`src/rtl/clk_div_prog_pkg.sv`:
```
// Shared types and helpers for the programmable multi-channel clock divider.
package clk_div_prog_pkg;

    localparam int unsigned CNT_W_DEF = 16;

    // Period/high-time pair at the default counter width.
    typedef struct packed {
        logic [CNT_W_DEF-1:0] div;
        logic [CNT_W_DEF-1:0] high;
    } div_cfg_t;

    // ST_START: the next enabled edge enters phase 0. ST_RUN: counting.
    typedef enum logic {
        ST_START = 1'b0,
        ST_RUN   = 1'b1
    } ch_state_e;

    function automatic int unsigned def_high(input int unsigned def_div);
        return def_div / 2;
    endfunction

    function automatic int unsigned ch_idx_w(input int unsigned num_ch);
        return (num_ch > 1) ? $clog2(num_ch) : 1;
    endfunction

endpackage

```
`src/rtl/clk_div_prog_if.sv`:
```
// Configuration and output bundle between a controller and clk_div_prog.
interface clk_div_prog_if #(
    parameter int unsigned NUM_CH = 4,
    parameter int unsigned CNT_W  = 16
);
    import clk_div_prog_pkg::*;

    localparam int unsigned CH_W = ch_idx_w(NUM_CH);

    logic              cfg_we_i;
    logic [CH_W-1:0]   cfg_ch_i;
    logic [CNT_W-1:0]  cfg_div_i;
    logic [CNT_W-1:0]  cfg_high_i;
    logic [NUM_CH-1:0] en_i;
    logic              sync_i;
    logic [NUM_CH-1:0] clk_o;
    logic [NUM_CH-1:0] tick_o;
    logic [NUM_CH-1:0] cfg_pend_o;

    modport master (
        output cfg_we_i, cfg_ch_i, cfg_div_i, cfg_high_i, en_i, sync_i,
        input  clk_o, tick_o, cfg_pend_o
    );

    modport slave (
        input  cfg_we_i, cfg_ch_i, cfg_div_i, cfg_high_i, en_i, sync_i,
        output clk_o, tick_o, cfg_pend_o
    );

endinterface

```
`src/rtl/clk_div_ch.sv`:
```
// One divider channel: shadow/active period registers, phase counter and
// registered divided-clock and tick outputs.
module clk_div_ch #(
    parameter int unsigned CNT_W   = 16,
    parameter int unsigned DEF_DIV = 25000
) (
    input  logic             clk,
    input  logic             rst_n,
    input  logic             we,
    input  logic [CNT_W-1:0] cfg_div,
    input  logic [CNT_W-1:0] cfg_high,
    input  logic             en,
    input  logic             sync,
    output logic             div_clk,
    output logic             tick,
    output logic             pend
);
    import clk_div_prog_pkg::*;

    typedef struct packed {
        logic [CNT_W-1:0] div;
        logic [CNT_W-1:0] high;
    } cfg_t;

    localparam logic [CNT_W-1:0] RST_DIV  = CNT_W'(DEF_DIV);
    localparam logic [CNT_W-1:0] RST_HIGH = CNT_W'(def_high(DEF_DIV));

    ch_state_e        state_q, state_d;
    cfg_t             act_q, act_d, sh_q, sh_d, eff;
    logic             pend_q, pend_d;
    logic [CNT_W-1:0] cnt_q, cnt_d, cnt_inc;
    logic             clk_q, clk_d, tick_q, tick_d;
    logic             wrap, enter0;

    always_ff @(posedge clk or negedge rst_n) begin
        if (!rst_n) begin
            state_q <= ST_START;
            act_q   <= '{div: RST_DIV, high: RST_HIGH};
            sh_q    <= '{div: RST_DIV, high: RST_HIGH};
            pend_q  <= 1'b0;
            cnt_q   <= '0;
            clk_q   <= 1'b0;
            tick_q  <= 1'b0;
        end else begin
            state_q <= state_d;
            act_q   <= act_d;
            sh_q    <= sh_d;
            pend_q  <= pend_d;
            cnt_q   <= cnt_d;
            clk_q   <= clk_d;
            tick_q  <= tick_d;
        end
    end

    always_comb begin
        state_d = state_q;
        act_d   = act_q;
        sh_d    = sh_q;
        pend_d  = pend_q;
        cnt_d   = cnt_q;
        clk_d   = 1'b0;
        tick_d  = 1'b0;
        cnt_inc = cnt_q + CNT_W'(1);
        wrap    = (cnt_q == act_q.div - CNT_W'(1));
        enter0  = sync || (state_q == ST_START) || wrap;
        // Phase-0 entry uses the pre-write shadow, so a write on this edge
        // waits for the next phase-0 entry.
        eff     = pend_q ? sh_q : act_q;

        if (!en) begin
            state_d = ST_START;
            cnt_d   = '0;
        end else if (enter0) begin
            act_d  = eff;
            pend_d = 1'b0;
            cnt_d  = '0;
            if (eff.div == '0) begin
                state_d = ST_START;
            end else begin
                state_d = ST_RUN;
                tick_d  = 1'b1;
                clk_d   = (eff.high != '0);
            end
        end else begin
            state_d = ST_RUN;
            cnt_d   = cnt_inc;
            clk_d   = (cnt_inc < act_q.high);
        end

        if (we) begin
            sh_d   = '{div: cfg_div, high: cfg_high};
            pend_d = 1'b1;
        end
    end

    assign div_clk = clk_q;
    assign tick    = tick_q;
    assign pend    = pend_q;

endmodule

```
`src/rtl/clk_div_prog.sv`:
```
// Multi-channel runtime-programmable clock divider and tick generator.
module clk_div_prog #(
    parameter int unsigned NUM_CH  = 4,
    parameter int unsigned CNT_W   = 16,
    parameter int unsigned DEF_DIV = 25000
) (
    input logic           clk_i,
    input logic           rst_ni,
    clk_div_prog_if.slave bus
);
    import clk_div_prog_pkg::*;

    localparam int unsigned CH_W = ch_idx_w(NUM_CH);

    // Indices at or beyond NUM_CH match no channel, so those writes are dropped.
    for (genvar i = 0; i < NUM_CH; i++) begin : g_ch
        logic sel;
        assign sel = bus.cfg_we_i && (bus.cfg_ch_i == CH_W'(i));

        clk_div_ch #(
            .CNT_W   (CNT_W),
            .DEF_DIV (DEF_DIV)
        ) u_ch (
            .clk      (clk_i),
            .rst_n    (rst_ni),
            .we       (sel),
            .cfg_div  (bus.cfg_div_i),
            .cfg_high (bus.cfg_high_i),
            .en       (bus.en_i[i]),
            .sync     (bus.sync_i),
            .div_clk  (bus.clk_o[i]),
            .tick     (bus.tick_o[i]),
            .pend     (bus.cfg_pend_o[i])
        );
    end

endmodule

```
`src/flat_wrapper.sv`:
```
// flat-port wrapper written by rule: the top's interface ports become plain ports
module clk_div_prog_flat import clk_div_prog_pkg::*;
#(
    parameter int unsigned NUM_CH  = 4,
    parameter int unsigned CNT_W   = 16,
    parameter int unsigned DEF_DIV = 25000
)
  (clk_i, rst_ni, bus_cfg_we_i, bus_cfg_ch_i, bus_cfg_div_i, bus_cfg_high_i, bus_en_i, bus_sync_i, bus_clk_o, bus_tick_o, bus_cfg_pend_o);
  clk_div_prog_if #(.NUM_CH(NUM_CH), .CNT_W(CNT_W)) bus_i ();
  input logic clk_i;
  input logic rst_ni;
  input wire logic [$bits(bus_i.cfg_we_i)-1:0] bus_cfg_we_i;
  input wire logic [$bits(bus_i.cfg_ch_i)-1:0] bus_cfg_ch_i;
  input wire logic [$bits(bus_i.cfg_div_i)-1:0] bus_cfg_div_i;
  input wire logic [$bits(bus_i.cfg_high_i)-1:0] bus_cfg_high_i;
  input wire logic [$bits(bus_i.en_i)-1:0] bus_en_i;
  input wire logic [$bits(bus_i.sync_i)-1:0] bus_sync_i;
  output wire logic [$bits(bus_i.clk_o)-1:0] bus_clk_o;
  output wire logic [$bits(bus_i.tick_o)-1:0] bus_tick_o;
  output wire logic [$bits(bus_i.cfg_pend_o)-1:0] bus_cfg_pend_o;
  assign bus_i.cfg_we_i = bus_cfg_we_i;
  assign bus_i.cfg_ch_i = bus_cfg_ch_i;
  assign bus_i.cfg_div_i = bus_cfg_div_i;
  assign bus_i.cfg_high_i = bus_cfg_high_i;
  assign bus_i.en_i = bus_en_i;
  assign bus_i.sync_i = bus_sync_i;
  assign bus_clk_o = bus_i.clk_o;
  assign bus_tick_o = bus_i.tick_o;
  assign bus_cfg_pend_o = bus_i.cfg_pend_o;
  clk_div_prog #(.NUM_CH(NUM_CH), .CNT_W(CNT_W), .DEF_DIV(DEF_DIV)) u_core (.clk_i(clk_i), .rst_ni(rst_ni), .bus(bus_i));
endmodule
```
`config.mk`:
```
export PLATFORM = sky130hd
export DESIGN_NAME = clk_div_prog_flat
export DESIGN_NICKNAME = d
export VERILOG_FILES = /design/src/rtl/clk_div_prog_pkg.sv /design/src/rtl/clk_div_prog_if.sv /design/src/rtl/clk_div_ch.sv /design/src/rtl/clk_div_prog.sv /design/src/flat_wrapper.sv
export SDC_FILE = /design/constraint.sdc
export NUM_CORES = 1
export LEC_CHECK = 0
export ABC_AREA = 1
export CAP_MARGIN = 20
export CORE_MARGIN = 2
export CORE_UTILIZATION = 35
export DETAILED_ROUTE_END_ITERATION = 10
export PLACE_DENSITY_LB_ADDON = 0.25
export SETUP_SLACK_MARGIN = 0.02
export SKIP_LAST_GASP = 1
export SLEW_MARGIN = 15
export SYNTH_ARGS = -nofsm -noshare
export SYNTH_HDL_FRONTEND = slang
export SYNTH_SLANG_ARGS = --single-unit
```
`constraint.sdc`:
```
create_clock -name clk_i -period 3 [get_ports clk_i]
set_input_delay 0.9 -clock clk_i [delete_from_list [all_inputs] [get_ports clk_i]]
set_output_delay 0.9 -clock clk_i [all_outputs]
set_load 0.01 [all_outputs]
```
==> out/qor.yml, run 1 <==
status: "completed"
worst_slew_pin_slew_ns: 0.567
yosys.area_share.simple_pct: 30.4
finalMaxSlewViolations: 0
max_freq_mhz: 355
synth_fa_ha_area_share_pct: 4.34
wl_um: 55200
relSlewSlack_pct: 61.9
synth_cell_types: 49
rows: 86
grt_pass1_vias: 16100
synthFlopType: "dfrtp_1"
grt_pass1_wl_um: 88500
clk_pin_slew_ns: 0.06
num_vias: 16700
die_x_um: 241
syn_inst: 2564
synth_area_per_cell_um2: 7.64
fin_cells: 3371
p_leak_nw: 11.1
cts_buffers: 40
cts-root-buf: "clkbuf_16"
wl_per_cell_um: 16.4
reg2regPathDepth: 19
die_h_um: 241
dp_hpwl_um: 40200
io_buffer_count: 53
core_area_mm2: 0.0552
grt_use_total_pct: 19.4
cp.arrival_ns: 3.24
yosys-top-cells-count: "813 x nand2_1, 257 x inv_1, 240 x dfrtp_1"
drt.antenna.violating_nets: 0
drive_gt1_share_pct: 11.4
placed_cell_area_mm2: 0.0209
final_core_util_pct: 40.8
crit_type: "reg -> reg"
synth.top_cell.area_share_pct: 30.7
ys_seq_area_share_pct: 43.5
drc: 0
vias_per_cell: 4.95
synth_xor_area_share_pct: 4.92
grt_antenna_before_repair: 6
synth_mux_area_share_pct: 0.326
clk_latency_ns: 0.56
synth.most_common_cell: "nand2_1"
clk_path_buf_depth: 3
cts_tree: "done"
place_congestion: 0.875
startpoint_type: "register"
synth_top_family_by_area: "simple AND/OR/NAND/NOR gates"
synth_compound_area_share_pct: 8.02
initialDrtViolationCount: 1427
dp.cells: 3290
h-tree-depth: 2
synth-async-reset-ratio_pct: 100
grt_max_degree: 66
yosys_warnings: 0
synthesis.nets: 2674
timing.hold.ws_ns: 0.278
grt_remaining_overflow: 0
fin_nets: 2701
synth-edff-count: 0
area_delta_synth_final_pct: 14.9
end_kind: "register"
crit_fanout: 5
synth-seq-cells: 336
worstPathRequired_ns: 3.43
fin_crit_ns: 2.81
drt_pre_antenna_iters: 5
hold_class: "in -> async"
syn_area_mm2: 0.0196
setup_viol_count_final: 0
drv_cap: 0
ios: 54
finalHoldViolations: 0
start_util_pct: 35.5
p_per_area_mw_per_mm2: 745
vdd_ir_drop_max_uv: 476
clock-sinks: 336
period_share_pct: 93.8
synth_top_cell_by_area: "dfrtp_1"
clock-skew-final_ns: 0.0151
stdcell_area_mm2: 0.0225
synth_area_leaders: "dfrtp_1 31%, nand2_1 16%, dfstp_2 13%"
die_area_mm2: 0.0579
rsz0062_at_grt: "yes"
## critical path: stages (launching register included)
cell     delay (ns)
dfrtp_1        0.41
ha_2           0.21
nand2_1        0.07
nor2_2         0.16
nand4_1        0.12
nor2_1         0.16
nand4_1        0.11
or2_1          0.28
xor2_2         0.15
inv_1          0.06
ha_1           0.27
nand2_1        0.06
inv_1          0.06
nand3_1        0.10
nor3_2         0.12
nand2_1        0.08
nand2_1        0.07
nand3_1        0.07
nand2_1        0.07
nor2_1         0.04
## path summary, 6_finish.rpt
path                                               from                            to  slack (ns)
setup / recovery           u_core.g_ch[1].u_ch.cnt_q[0]   u_core.g_ch[1].u_ch.div_clk        0.19
hold / removal                                   rst_ni      u_core.g_ch[2].u_ch.tick        0.28
setup reg to reg           u_core.g_ch[1].u_ch.cnt_q[0]   u_core.g_ch[1].u_ch.div_clk        0.19
hold reg to reg            u_core.g_ch[0].u_ch.act_q[4]  u_core.g_ch[0].u_ch.act_q[4]        0.46
max in group asynchronous                        rst_ni  u_core.g_ch[0].u_ch.act_q[2]        1.93
min in group clk_i         u_core.g_ch[0].u_ch.act_q[4]  u_core.g_ch[0].u_ch.act_q[4]        0.46
## area by class of cell
class | count | area [µm²]
Tap cell | 748 | 936
Clock buffer | 59 | 1210
Multi-Input combinational cell | 1838 | 9480
Sequential cell | 336 | 8530
Clock inverter | 14 | 278
Antenna cell | 1 | 2.50
Timing Repair Buffer | 106 | 1050
Fill cell | 5553 | 32700
Inverter | 269 | 1010
## cells by family after synthesis
family	count (synthesis)
DFF	336
muxes	6
AOI/OAI and AO/OA	303
and+or+nand+nor	1351
xor gates and xnor gates	110
adders and majority gates	68
buffers and inverters	390
## registers in the layout, indices dropped and copies added (netlist names)
name,flops
u_core.g_ch.u_ch.act_q,128
u_core.g_ch.u_ch.sh_q,128
u_core.g_ch.u_ch.cnt_q,64
u_core.g_ch.u_ch.div_clk,4
u_core.g_ch.u_ch.pend,4
u_core.g_ch.u_ch.state_q,4
u_core.g_ch.u_ch.tick,4
## routing by layer
metal  GRT usage (%)  wire length, µm
met5               0                0
met4            4.71             1200
met3            2.92             2890
met2            31.5            25200
met1            27.3            25900
## cell usage in the layout (no fill, tap or decap), types with 45 or more instances in the layout
cell type          n
nand3_1          173
o21ai_0          234
xor2_1            63
inv_1            257
nand2_1          811
dfstp_2           96
nor2_1           152
a21oi_1           47
clkdlybuf4s50_1   52
dfrtp_1          236
ha_1              67
xnor2_1           45
## per-stage QoR
step	setup TNS (ns)	total power, W	worst slack [ns]
2_1_floorplan	0	0.00985	0.366
3_3_place_gp	0	0.0112	0.192
3_5_place_dp	0	0.0113	0.156
4_1_cts	0	0.0169	0.136
5_1_grt	-0.00904	0.0180	-0.00904
6_report	0	0.0168	0.187
## where the power goes
group	internal [W]	leakage (nW)	switching [W]
clock network	0.00349	0.736	0.00202
logic	0.00186	6.23	0.00318
registers	0.00552	4.13	0.000695
total	0.0109	11.1	0.00590
## timing repair
item,4_1_cts,5_1_grt
setup endpoints to repair,0,4
hold buffers,0,0
setup buffers,0,7
resized for setup,0,20
Note: power is estimated with default switching activity, not from simulation.
==> run 2: changes to the inputs <==
==> constraint.sdc (replaced) <==
create_clock -name clk_i -period 3.52 [get_ports clk_i]
set_input_delay 1.056 -clock clk_i [delete_from_list [all_inputs] [get_ports clk_i]]
set_output_delay 1.056 -clock clk_i [all_outputs]
set_load 0.01 [all_outputs]
==> out/qor.yml, run 2 (synthesis results as in run 1) <==
wl_per_cell_um: 16.3  # -0.37%
die_h_um: 241  # unchanged
drive_gt1_share_pct: 9.87  # -1.5 points
core_area_mm2: 0.0552  # unchanged
rows: 86  # unchanged
finalPower_w: 0.0139  # -17%
reg.largest.list: "u_core.g_ch.u_ch.act_q: 128 flops, u_core.g_ch.u_ch.sh_q: 128 flops, u_core.g_ch.u_ch.cnt_q: 64 flops"
fin_nets: 2684  # -0.63%
setup_tns_ns: 0  # unchanged
rsz0062_at_grt: "no"
drt_pre_antenna_iters: 6  # +1
cts_tree: "done"
clk_pin_slew_ns: 0.06  # about the same
setup_ws_ns: 0.515  # +0.328 ns
layout_common_cells: "811 x nand2_1, 257 x inv_1, 239 x dfrtp_1"
grt_pass1_wl_um: 87800  # -0.75%
dp_hpwl_um: 39800  # -1.0%
post-place-ws_ns: 0.540  # +0.384 ns
reg2regPathDepth: 19  # unchanged
clk_latency_ns: 0.57  # about the same
clk_path_buf_depth: 3  # unchanged
grt_antenna_before_repair: 3  # -3
clock-sinks: 336  # unchanged
cts-root-buf: "clkbuf_16"
drv_cap: 0  # unchanged
crit_fanout: 5  # unchanged
stdcell_area_mm2: 0.0221  # -1.6%
setup_viol_count_final: 0  # unchanged
grt_max_degree: 80  # +21%
ios: 54  # unchanged
period_share_pct: 85.4  # -8.4 points
cp.arrival_ns: 3.44  # +0.20 ns
io_buffer_count: 53  # unchanged
grt_pass1_vias: 16000  # -0.26%
grt_use_total_pct: 19.4  # -0.074 points
initialDrtViolationCount: 1337  # -6.3%
die_x_um: 241  # unchanged
vdd_ir_drop_max_uv: 282  # -41%
start_util_pct: 35.5  # unchanged
layout_commonest_cell: "nand2_1"
cts_resized: 0  # unchanged
vias_per_cell: 4.90  # -0.96%
max_freq_mhz: 333  # -6.4%
timing.hold.ws_ns: 0.462  # +0.184 ns
die_area_mm2: 0.0579  # unchanged
worstPathRequired_ns: 3.95  # +0.52 ns
area_delta_synth_final_pct: 13.0
hold_class: "reg -> reg"
num_vias: 16400  # -1.5%
end_kind: "register"
finalMaxSlewViolations: 0  # unchanged
placed_cell_area_mm2: 0.0208  # -0.54%
worst_slew_pin_slew_ns: 0.764  # +0.197 ns
crit_type: "reg -> reg"
p_per_area_mw_per_mm2: 629  # -16%
holdPathStages: 2
status: "completed"
grt_remaining_overflow: 0  # unchanged
post-cts-setup-buffer-count: 0  # unchanged
wl_um: 54700  # -0.87%
ctsHoldBuffers: 0  # unchanged
finalHoldViolations: 0  # unchanged
p_leak_nw: 10.9  # -1.6%
drt.antenna.violating_nets: 0  # unchanged
h-tree-depth: 2  # unchanged
relSlewSlack_pct: 49.1  # -13 points
fin_crit_ns: 3.00  # +0.192 ns
startpoint_type: "register"
cts_buffers: 40  # unchanged
clock-skew-final_ns: 0.0148  # -0.000283 ns
place_congestion: 0.882  # +0.82%
drc: 0  # unchanged
## run 2: cell count changes in the layout (fill, tap and decap cells not counted), moves of 3 or more
cell      change
clkinv_2      +5
nor2_2        -7
buf_4        -14
clkbuf_1      +5
buf_12        -3
dfrtp_1       +3
clkbuf_8      -8
dfrtp_2       -3
nor2_1        +7
## run 2: worst max-delay path: stages, from the launching register on
cell     delay, ns
dfrtp_1       0.40
ha_1          0.20
nand2_1       0.06
nor2_1        0.19
nand4_1       0.14
nor2_1        0.21
nand4_1       0.19
or2_0         0.26
xor2_1        0.18
inv_1         0.07
ha_1          0.27
nand2_1       0.05
inv_1         0.05
nand3_1       0.09
nor3_1        0.14
nand2_1       0.07
nand2_1       0.07
nand3_1       0.07
nand2_1       0.09
nor2_1        0.04
## run 2: layout make-up
| type | count | area, µm² |
|---|---|---|
| Tap cell | 748 | 936 |
| Multi-Input combinational cell | 1838 | 9420 |
| Sequential cell | 336 | 8530 |
| Clock inverter | 16 | 245 |
| Clock buffer | 56 | 1120 |
| Timing Repair Buffer | 89 | 881 |
| Fill cell | 5655 | 33100 |
| Inverter | 269 | 1010 |
| Antenna cell | 2 | 5.00 |
## run 2: final timing paths
kind | from | end | slack [ns]
worst max register to register | u_core.g_ch[1].u_ch.cnt_q[0] | u_core.g_ch[1].u_ch.div_clk | 0.52
worst max-delay path | u_core.g_ch[1].u_ch.cnt_q[0] | u_core.g_ch[1].u_ch.div_clk | 0.52
worst min register to register | u_core.g_ch[0].u_ch.act_q[2] | u_core.g_ch[0].u_ch.act_q[2] | 0.46
min in group asynchronous | rst_ni | u_core.g_ch[2].u_ch.cnt_q[11] | 0.50
worst min-delay path | u_core.g_ch[0].u_ch.act_q[2] | u_core.g_ch[0].u_ch.act_q[2] | 0.46
max in group asynchronous | rst_ni | u_core.g_ch[0].u_ch.sh_q[30] | 2.10
## run 2: metal layers
layer	vias to the layer above	part of all wire, %	GRT usage, %	wire, µm
li1	8218	-	-	-
met1	7804	47	26.7	25900
met2	346	45	31.0	24700
met3	69	5.2	3.66	2860
met4	0	2.4	5.44	1310
met5	-	0	0	0
## run 2: through the flow
step	util, %	cells
3_3_place_gp	37.6	3280
6_report	40.1	3354
2_1_floorplan	-	2564
4_1_cts	40.1	3352
3_5_place_dp	37.6	3280
5_1_grt	40.1	3352
## run 2: power breakdown
group | leakage (nW) | switching [W] | internal [W] | total [W]
clock | 0.677 | 0.00172 | 0.00267 | 0.00439
combinational | 6.12 | 0.00267 | 0.00156 | 0.00423
sequential | 4.14 | 0.000595 | 0.00471 | 0.00530
==> variant (config.mk and constraints of run 2) <==
`NUM_CH` is set to 4 in 3 places; all go to 6.
--- a/src/rtl/clk_div_prog_if.sv
+++ b/src/rtl/clk_div_prog_if.sv
@@ -1,6 +1,6 @@
 // Configuration and output bundle between a controller and clk_div_prog.
 interface clk_div_prog_if #(
-    parameter int unsigned NUM_CH = 4,
+    parameter int unsigned NUM_CH = 6,
     parameter int unsigned CNT_W  = 16
 );
     import clk_div_prog_pkg::*;
--- a/src/rtl/clk_div_prog.sv
+++ b/src/rtl/clk_div_prog.sv
@@ -1,6 +1,6 @@
 // Multi-channel runtime-programmable clock divider and tick generator.
 module clk_div_prog #(
-    parameter int unsigned NUM_CH  = 4,
+    parameter int unsigned NUM_CH  = 6,
     parameter int unsigned CNT_W   = 16,
     parameter int unsigned DEF_DIV = 25000
 ) (
--- a/src/flat_wrapper.sv
+++ b/src/flat_wrapper.sv
@@ -1,7 +1,7 @@
 // flat-port wrapper written by rule: the top's interface ports become plain ports
 module clk_div_prog_flat import clk_div_prog_pkg::*;
 #(
-    parameter int unsigned NUM_CH  = 4,
+    parameter int unsigned NUM_CH  = 6,
     parameter int unsigned CNT_W   = 16,
     parameter int unsigned DEF_DIV = 25000
 )
Interface: changed (5 resized); port bits go from 54 to 63. The function was not compared with the original's and may differ.
==> variant against run 2 <==
Final area increased by 47%; sequential power increased by 62%; area after synthesis increased by 48%; non-clock buffer count increased by 21; synthesized cell count increased by 51%; total power increased by 66%; worst setup slack got worse by 0.20 ns; sequential cell count increased by 168; routed wire length increased by 51%; critical endpoint is now bus_cfg_pend_o[0].
==> variant: results (changes against run 2) <==
Place
  • DP HPWL: 59.6 mm (was 39.8 mm)
  • Port Buffers: 62 (was 53)
  • Gpl congestion: 0.854 (was 0.882)
  • Placed Cells incl. Taps: 4874 (was 3280)

CTS
  • Clk Latency, worst-skew pair: 0.62 ns (was 0.57 ns)

Global route
  • Vias in the first global route: 23.7k (was 16.0k)
  • First-pass GRT wire length: 133 mm (was 87.8 mm)
  • Initial antenna violation count: 7 (was 3)
  • Pin count of the biggest net entering global routing: 70 (was 80)
  • Global Route Usage Sum: 0.196 (was 0.194)

Synthesis
  • Mux share of post-synthesis cell area: 0.00294 (was 0.00326)
  • Synth Area in Adders: 0.0440 (was 0.0434)
  • Synth unique cells: 46 (was 49)
  • Complex-gate fraction of the synthesized area: 0.0822 (was 0.0802)
  • Net count after synthesis: 4018 (was 2674)

Timing
  • Max-slew headroom: 0.466 (was 0.491)
  • Final Skew: 0.0187 ns (was 0.0148 ns)

Detailed routing
  • DR iter-0 viols: 1853 (was 1337)
  • Final WL: 82.9 mm (was 54.7 mm)
  • WL per Instance: 16.6 microns (was 16.3 microns)
  • Vias: 24.6k (was 16.4k)

Status
  • Status: finished, final reports clean (unchanged)

Pwr
  • Leakage: 16.1 nW (was 10.9 nW)

Layout
  • Largest regs: u_core.g_ch.u_ch.act_q x192, u_core.g_ch.u_ch.sh_q x192, u_core.g_ch.u_ch.cnt_q x96 (was u_core.g_ch.u_ch.act_q x128, u_core.g_ch.u_ch.sh_q x128, u_core.g_ch.u_ch.cnt_q x64)
  • Share of cells above drive strength 1: 0.0809 (was 0.0987)

Worst setup path
  • Worst Path Max Fanout: 22 (was 5)
  • Worst-case reg-to-reg path depth: 14 (was 19)

Min path
  • Min-delay worst type: input port to asynchronous set/reset pin (was flop to flop)
## variant: changes by cell type in the layout (fill, tap and decap cells not counted), sizes merged, moves of 23 or more
cell           run 2  this run
clkbuf            56        90
xor2              65       100
inv              267       402
dfrtp            240       360
ha                68       102
a21oi             48        71
dfstp             96       144
nand2            824      1267
nor2             178       284
o21ai            234       360
nand3            182       289
## variant: how the worst max path moves through the flow
stage	from	end	slack [ns]	cells past startpoint
4_1_cts	u_core.g_ch[0].u_ch.pend	bus_cfg_pend_o[0]	0.28	1
3_3_place_gp	bus_en_i[5]	u_core.g_ch[5].u_ch.cnt_q[0]	0.45	3
3_5_place_dp	bus_en_i[5]	u_core.g_ch[5].u_ch.cnt_q[14]	0.35	3
2_1_floorplan	u_core.g_ch[3].u_ch.cnt_q[3]	u_core.g_ch[3].u_ch.div_clk	0.97	17
5_1_grt	u_core.g_ch[3].u_ch.cnt_q[2]	u_core.g_ch[3].u_ch.div_clk	0.07	17
6_report	u_core.g_ch[0].u_ch.pend	bus_cfg_pend_o[0]	0.32	1
## variant: kinds of logic after synthesis
| kind of cell | after synthesis |
|---|---|
| muxes | 8 |
| buffers and inverters | 582 |
| adders and majority gates | 102 |
| DFF | 504 |
| and+or+nand+nor | 2061 |
| xor gates and xnor gates | 155 |
| AOI/OAI and AO/OA | 459 |
## variant: metrics by stage
step	hold slack (ns)	utilization	worst slack [ns]
after global routing	0.447	0.396	0.0715
after floorplan	0.442	-	0.968
final	0.417	0.396	0.316
after CTS	0.415	0.396	0.279
after detailed placement	0.456	0.373	0.353
after global placement	0.449	0.373	0.446
## variant: metal layers
metal	vias up	wire, microns	track usage
met4	0	1460	0.0417
met2	490	38200	0.317
met5	-	0	0
met3	84	4330	0.0233
li1	12400	-	-
met1	11600	38900	0.281
## variant: final cells by class
type / instances / area, sq um
Antenna cell: 8 / 20.0
Clock buffer: 90 / 1670
Clock inverter: 14 / 153
Fill cell: 8622 / 49500
Inverter: 405 / 1520
Multi-Input combinational cell: 2785 / 13900
Sequential cell: 504 / 12800
Tap cell: 1070 / 1340
Timing Repair Buffer: 110 / 1090
## variant: power by group through the flow
stage	logic [W]	registers (W)	clock network [W]
2_1_floorplan	0.00669	0.00823	0
3_3_place_gp	0.00852	0.00864	0
3_5_place_dp	0.00862	0.00864	0
4_1_cts	0.00866	0.00857	0.00605
5_1_grt	0.0100	0.00875	0.00630
6_report	0.00860	0.00857	0.00591
